`config.mk`:
```
export PLATFORM = sky130hd
export DESIGN_NAME = usb_video_frame_sink_flat
export DESIGN_NICKNAME = d
export VERILOG_FILES = /design/src/rtl/usb_video_frame_sink_if.sv /design/src/rtl/usb_video_frame_sink.sv /design/src/flat_wrapper.sv
export SDC_FILE = /design/constraint.sdc
export NUM_CORES = 1
export LEC_CHECK = 0
export CORE_ASPECT_RATIO = 2
export CORE_MARGIN = 5
export CORE_UTILIZATION = 25
export DETAILED_ROUTE_END_ITERATION = 7
export PLACE_DENSITY = 0.46
export SETUP_SLACK_MARGIN = 0.02
export SLEW_MARGIN = 20
export SYNTH_ARGS = -nofsm -noshare
export SYNTH_HDL_FRONTEND = slang
export SYNTH_SLANG_ARGS = --single-unit
```
`constraint.sdc`:
```
create_clock -name clk -period 1.9 [get_ports clk]
set_clock_uncertainty 0.1 [all_clocks]
set_input_delay 0.475 -clock clk [delete_from_list [all_inputs] [get_ports clk]]
set_output_delay 0.475 -clock clk [all_outputs]
set_load 0.02 [all_outputs]
```
`src/rtl/usb_video_frame_sink_if.sv`:
```
// Bundles the USB write-side stream, display vblank and frame-RAM write port of the video sink.
interface usb_video_frame_sink_if #(
    parameter int unsigned ADDR_W = 15
);
    logic [2:0]      usb_trans_type;
    logic            usb_wr;
    logic [31:0]     usb_wr_data;
    logic            usb_wr_ready;
    logic            disp_vblank;
    logic            fb_we;
    logic [ADDR_W:0] fb_waddr;
    logic [31:0]     fb_wdata;
    logic            front_bank;
    logic            frame_done;
    logic [7:0]      abort_cnt;

    modport master (
        output usb_trans_type, usb_wr, usb_wr_data, disp_vblank,
        input  usb_wr_ready, fb_we, fb_waddr, fb_wdata, front_bank, frame_done, abort_cnt
    );

    modport slave (
        input  usb_trans_type, usb_wr, usb_wr_data, disp_vblank,
        output usb_wr_ready, fb_we, fb_waddr, fb_wdata, front_bank, frame_done, abort_cnt
    );
endinterface

```
`src/rtl/usb_video_frame_sink.sv`:
```
// Writes V_BUFFER transfers into the back bank of a double-buffered frame RAM and swaps
// banks at the first display vblank after a complete transfer.
module usb_video_frame_sink #(
    parameter int unsigned FB_WORDS   = 19200,
    parameter int unsigned XFER_WORDS = 32768,
    parameter int unsigned ADDR_W     = 15
) (
    input logic                   clk,
    input logic                   rst,
    usb_video_frame_sink_if.slave bus
);
    localparam int unsigned CntW = ADDR_W + 1;
    localparam logic [CntW-1:0] LastIdx = CntW'(XFER_WORDS - 1);
    localparam logic [CntW-1:0] FbWords = CntW'(FB_WORDS);

    typedef enum logic [1:0] {StIdle, StRecv, StSwapWait} state_e;

    state_e            state;
    logic [CntW-1:0]   word_cnt;
    logic              front_bank;
    logic              frame_done;
    logic [7:0]        abort_cnt;
    logic              fb_we;
    logic [ADDR_W:0]   fb_waddr;
    logic [31:0]       fb_wdata;

    logic              is_vbuf;
    logic              wr_ready;
    logic              accept;
    logic [CntW-1:0]   idx;

    assign is_vbuf  = bus.usb_trans_type == 3'b010;
    assign wr_ready = ((state == StIdle) || (state == StRecv)) && is_vbuf;
    assign accept   = bus.usb_wr && wr_ready;
    // The word accepted in IDLE is always index 0.
    assign idx      = (state == StIdle) ? '0 : word_cnt;

    always_ff @(posedge clk) begin
        if (rst) begin
            state      <= StIdle;
            word_cnt   <= '0;
            front_bank <= 1'b0;
            frame_done <= 1'b0;
            abort_cnt  <= '0;
            fb_we      <= 1'b0;
            fb_waddr   <= '0;
            fb_wdata   <= '0;
        end else begin
            fb_we      <= 1'b0;
            frame_done <= 1'b0;
            if (accept) begin
                fb_we    <= idx < FbWords;
                fb_waddr <= {~front_bank, idx[ADDR_W-1:0]};
                fb_wdata <= bus.usb_wr_data;
            end
            unique case (state)
                StIdle: begin
                    word_cnt <= '0;
                    if (accept) begin
                        word_cnt <= CntW'(1);
                        state    <= StRecv;
                    end
                end
                StRecv: begin
                    if (!is_vbuf) begin
                        state    <= StIdle;
                        word_cnt <= '0;
                        if (abort_cnt != 8'hff) abort_cnt <= abort_cnt + 8'd1;
                    end else if (accept) begin
                        if (word_cnt == LastIdx) begin
                            state    <= StSwapWait;
                            word_cnt <= '0;
                        end else begin
                            word_cnt <= word_cnt + CntW'(1);
                        end
                    end
                end
                StSwapWait: begin
                    // Entered on the last-word edge, so a coincident vblank is never seen here.
                    if (bus.disp_vblank) begin
                        front_bank <= ~front_bank;
                        frame_done <= 1'b1;
                        state      <= StIdle;
                    end
                end
                default: state <= StIdle;
            endcase
        end
    end

    assign bus.usb_wr_ready = wr_ready;
    assign bus.fb_we        = fb_we;
    assign bus.fb_waddr     = fb_waddr;
    assign bus.fb_wdata     = fb_wdata;
    assign bus.front_bank   = front_bank;
    assign bus.frame_done   = frame_done;
    assign bus.abort_cnt    = abort_cnt;
endmodule

```
`src/flat_wrapper.sv`:
```
// flat-port wrapper written by rule: the top's interface ports become plain ports
module usb_video_frame_sink_flat 
#(
    parameter int unsigned FB_WORDS   = 19200,
    parameter int unsigned XFER_WORDS = 32768,
    parameter int unsigned ADDR_W     = 15
)
  (clk, rst, bus_usb_trans_type, bus_usb_wr, bus_usb_wr_data, bus_disp_vblank, bus_usb_wr_ready, bus_fb_we, bus_fb_waddr, bus_fb_wdata, bus_front_bank, bus_frame_done, bus_abort_cnt);
  usb_video_frame_sink_if #(.ADDR_W(ADDR_W)) bus_i ();
  input logic clk;
  input logic rst;
  input wire logic [$bits(bus_i.usb_trans_type)-1:0] bus_usb_trans_type;
  input wire logic [$bits(bus_i.usb_wr)-1:0] bus_usb_wr;
  input wire logic [$bits(bus_i.usb_wr_data)-1:0] bus_usb_wr_data;
  input wire logic [$bits(bus_i.disp_vblank)-1:0] bus_disp_vblank;
  output wire logic [$bits(bus_i.usb_wr_ready)-1:0] bus_usb_wr_ready;
  output wire logic [$bits(bus_i.fb_we)-1:0] bus_fb_we;
  output wire logic [$bits(bus_i.fb_waddr)-1:0] bus_fb_waddr;
  output wire logic [$bits(bus_i.fb_wdata)-1:0] bus_fb_wdata;
  output wire logic [$bits(bus_i.front_bank)-1:0] bus_front_bank;
  output wire logic [$bits(bus_i.frame_done)-1:0] bus_frame_done;
  output wire logic [$bits(bus_i.abort_cnt)-1:0] bus_abort_cnt;
  assign bus_i.usb_trans_type = bus_usb_trans_type;
  assign bus_i.usb_wr = bus_usb_wr;
  assign bus_i.usb_wr_data = bus_usb_wr_data;
  assign bus_i.disp_vblank = bus_disp_vblank;
  assign bus_usb_wr_ready = bus_i.usb_wr_ready;
  assign bus_fb_we = bus_i.fb_we;
  assign bus_fb_waddr = bus_i.fb_waddr;
  assign bus_fb_wdata = bus_i.fb_wdata;
  assign bus_front_bank = bus_i.front_bank;
  assign bus_frame_done = bus_i.frame_done;
  assign bus_abort_cnt = bus_i.abort_cnt;
  usb_video_frame_sink #(.FB_WORDS(FB_WORDS), .XFER_WORDS(XFER_WORDS), .ADDR_W(ADDR_W)) u_core (.clk(clk), .rst(rst), .bus(bus_i));
endmodule
```
[Word level (Yosys, flattened, before mapping)]
Index checks and enable logic that the tools add are counted.
Operators by class
  $add $sub $neg: 2
  order comparisons: 1
  eq/ne operators: 9
  muxes and demuxes: 13
  bitwise gates (word level): 4
  reductions and logical operators: 11
Operators with widths (number)
  $mux 16: 4
  $pmux 16 s2: 1
  $add 16x1->16 const B: 1
  $eq 16x15->1 const B: 1
  $lt 16x15->1 const B: 1
  $mux 2: 5
  $add 8x1->8 const B: 1
  $ne 8x8->1 const B: 1
  $ne 3x3->1 const B: 2
  $pmux 2 s3: 1
  $not 1->1: 4
  $reduce_and 2->1: 2
  $reduce_and 4->1: 1
  $reduce_or 2->1: 2
  $eq 3x2->1 const B: 1
  $reduce_and 3->1: 1
  $eq 2x1->1 const B: 1
  $eq 2x2->1 const B: 1
  $logic_and 1x1->1: 2
  $logic_not 2->1: 1
  $mux 1: 2
  $ne 2x1->1 const B: 1
  $ne 2x2->1 const B: 1
  $reduce_bool 2->1: 1
  $logic_or 1x1->1: 1
Word-level totals
  flip-flop bits (word level): 77
  output and inout port bits: 60
  word-level logic and storage cells: 48

[Depth between registers and ports, before layout]
  depth in word-level cells: 7
  depth in mapped cells: 6
  depth with buffers taken out: 6

[Least setup slack after synthesis]
No wires, ideal clock.
  kind: input to register
  start point: input bus_usb_trans_type[0]
  end point: register u_core.fb_waddr[15], in the netlist u_core.bus.fb_waddr[15]
  data arrival time: 2091 ps
  setup slack: -419 ps
  stages on the path: 5
  path buffers: 1
  path through: nor4b_1 -> nand2_1 -> clkbuf_1 -> a21oi_1 -> nor2_1
On the way
  longest elaborated chain between the ends: 3
RTL lines
  from (decl): line flat_wrapper.sv:12  | input wire logic [$bits(bus_i.usb_trans_type)-1:0] bus_usb_trans_type;
  $eq 3x2->1: line usb_video_frame_sink.sv:32  | assign is_vbuf = bus.usb_trans_type == 3'b010;
  $logic_and 1x1->1: line usb_video_frame_sink.sv:33  | assign wr_ready = ((state == StIdle) || (state == StRecv)) && is_vbuf;
  $logic_and 1x1->1: line usb_video_frame_sink.sv:34  | assign accept = bus.usb_wr && wr_ready;
  to (signal assigned): line usb_video_frame_sink.sv:53  | fb_waddr <= {~front_bank, idx[ADDR_W-1:0]};
  to (decl): line usb_video_frame_sink.sv:24  | logic [ADDR_W:0] fb_waddr;
Every way passes these cells.
A chain may end at the register's enable or synchronous reset.

[Worst setup path after layout]
  start point: register u_core.fb_wdata[28], in the netlist u_core.bus.fb_wdata[28]
  end point: output bus_fb_wdata[28]
RTL lines
  from (decl): line usb_video_frame_sink.sv:25  | logic [31:0] fb_wdata;
  from (signal assigned): line usb_video_frame_sink.sv:54  | fb_wdata <= bus.usb_wr_data;
  to (decl): line flat_wrapper.sv:19  | output wire logic [$bits(bus_i.fb_wdata)-1:0] bus_fb_wdata;
No word-level cell between the ends.

==> impl_metrics.toml <==
[clocking]
cts_hold_buffers = 0
cts_buffers = 9
clock_path_buffers = 2
clock-sinks = 77
worstSkewPairLatency_ns = 0.33
clk_pin_slew_ns = 0.06
postCtsSetupRepairBufs = 0
cts_htree_levels = 3
cts_tree = "built"
cts_root_buffer = "clkbuf_16"

[critical_path]
startpoint = "u_core.bus.fb_wdata[28]"
critPathCaptureType = "primary output"
crit_buf_inv = 1
r2r-start = "u_core.word_cnt[0]"
cp_max_fo = 2
cp_cell_sequence = "clkdlybuf4s50_1"
slowest_stage = "clkdlybuf4s50_1"
startpoint_type = "register"
max_stage_delay_ns = 0.61
required_ns = 1.32
critPathKind = "register to primary output"
crit_family = "buffers and inverters"
arrival_ns = 1.26

[final_layout]
syn_to_final_growth_pct = 61.3
nets = 568
ff_latch_area_mm2 = 0.00155
antenna_cells = 0
multiInputGateArea_mm2 = 0.00155
design_area_mm2 = 0.00505
fillerInstances = 1271
drive_gt1_frac = 0.158
instances_no_fill = 681
fin_util = 0.407

[sta]
period_minus_slack_ns = 1.84
setup_viol = 0
hold_violations = 0
setup_ws_ns = 0.0613
tightest_slew_ns = 0.536
fin_crit_sh = 0.968
rsz0062_at_grt = "yes"
fin_tns_setup_ns = 0
relSlewSlack = 0.642
timing.fmax_ghz = 0.544
hold_slack_ns = 0.338
drv_slew = 0

[yosys]
synth-edff-count = 0
synth.area.top_cells = "dfxtp_1, nand2_1, a21oi_1"
synth_area_mm2 = 0.00313
postSynthCellCount = 394
yosys.area.top_type_share = 0.492
syn_area_per_cell_um2 = 7.95
synthTopCellsByCount = "nand2_1, dfxtp_1, a21oi_1"
syn-num-nets = 435
yosys_warnings = 0
seq_area_frac_synth = 0.492
synth_cell_type_count = 40
synth_most_common_cell = "nand2_1"
synth-async-reset-ratio = 0
ys_ff_latch = 77
yosys.area.top_type = "dfxtp_1"
dominantRegCellSynth = "dfxtp_1"

[floorplan]
die_h_um = 168
rows = 58
die_w_um = 89.2
ioPinCount = 99
core_area_mm2 = 0.0124
die-area_mm2 = 0.0150
start_util = 0.252

[pwr]
power_mw = 3.71
p_per_area_mw_per_mm2 = 734
ir_worst_vdd_mv = 0.446
p_leak_nw = 2.50

[placement]
placed_cell_area_mm2 = 0.00460
dp_hpwl_mm = 6.85
dpl.cell_count = 665
portBuffers = 98
globalplace.congestion = 0.797
pre_cts_slack_ns = -0.571

[route]
drtIter0Drc = 129
wl_per_cell_um = 14.3
routed_wl_mm = 9.76
via_per_inst = 4.60
drc = 0
ant_nets = 0
dr.pass1.iters = 4
via_count = 3135

[run]
maxCapViolations = 0

[global_routing]
overflow = 0
grt_pass1_vias = 3060
track_usage = 0.129
grt_pass1_wl_mm = 15.4
antenna_found_initial = 0
grt_max_degree = 61

[outcome]
status = "completed"

[hold_path]
hold_start = "rst"
hold_path.class = "input pin to register"
## area by class of cell
type	instances	share of cell area
repair buffers	147	0.284
flip-flops and latches	77	0.306
clock buffers	11	0.0480
clock inverters	4	0.0144
inverters	6	0.00446
multi-input cells	286	0.306
well taps	150	0.0371
## per-layer routing
layer	GRT usage	wire length, µm
met1	0.179	4620
met2	0.191	4230
met3	0.0387	840
met4	0.0408	78
met5	0	0
## cell families after synthesis
kind of cell | count (synthesis) | synth area share
buffers and inverters | 31 | 0.0395
adder cells (fa/ha/maj) | 2 | 0.00799
flip-flops | 77 | 0.492
XOR/XNOR | 9 | 0.0252
AND/OR/NAND/NOR | 190 | 0.282
AO/OA/AOI/OAI | 85 | 0.154
## state kept, by name, indices dropped and copies added (netlist names)
signal	count
u_core.bus.front_bank	1
u_core.state	2
u_core.bus.fb_wdata	32
u_core.bus.fb_we	1
u_core.bus.fb_waddr	16
u_core.word_cnt	16
u_core.bus.abort_cnt	8
u_core.bus.frame_done	1
## what timing repair did
item,CTS,global route
pin swaps,2,1
resized for setup,33,44
hold endpoints to repair,0,0
cloned,1,0
setup endpoints to repair,86,47
## where the power goes
group	switching, mW	internal [mW]
Combinational	0.112	0.127
Sequential	0.00792	1.63
Clock	0.656	1.18
Total	0.775	2.93
## worst paths after layout
path | endpoint | slack (ns) | cells past startpoint
hold reg to reg | u_core.bus.fb_wdata[13] | 0.35 | 2
setup / recovery | bus_fb_wdata[28] | 0.06 | 1
hold / removal | u_core.word_cnt[8] | 0.34 | 2
setup reg to reg | u_core.word_cnt[15] | 0.10 | 6
## placed cells by master (no fill, tap or decap), drive strengths merged, types with 2 or more instances in the layout
| cell | count |
|---|---|
| nor3b | 4 |
| nor3 | 6 |
| xnor2 | 6 |
| dfxtp | 77 |
| a21oi | 57 |
| nand3 | 28 |
| xor2 | 3 |
| nor2 | 29 |
| ha | 2 |
| clkbuf | 11 |
| or3 | 4 |
| dlygate4sd2 | 20 |
| nand2 | 98 |
| o31ai | 4 |
| nand4 | 7 |
| clkdlybuf4s50 | 43 |
| buf | 51 |
| o311ai | 3 |
| bufinv | 2 |
| inv | 6 |
| dlymetal6s2s | 33 |
| a211oi | 2 |
| a31oi | 3 |
| o21ai | 8 |
| nor4 | 5 |
| nor4b | 2 |
| nand2b | 2 |
Note: power is estimated with default switching activity, not from simulation.
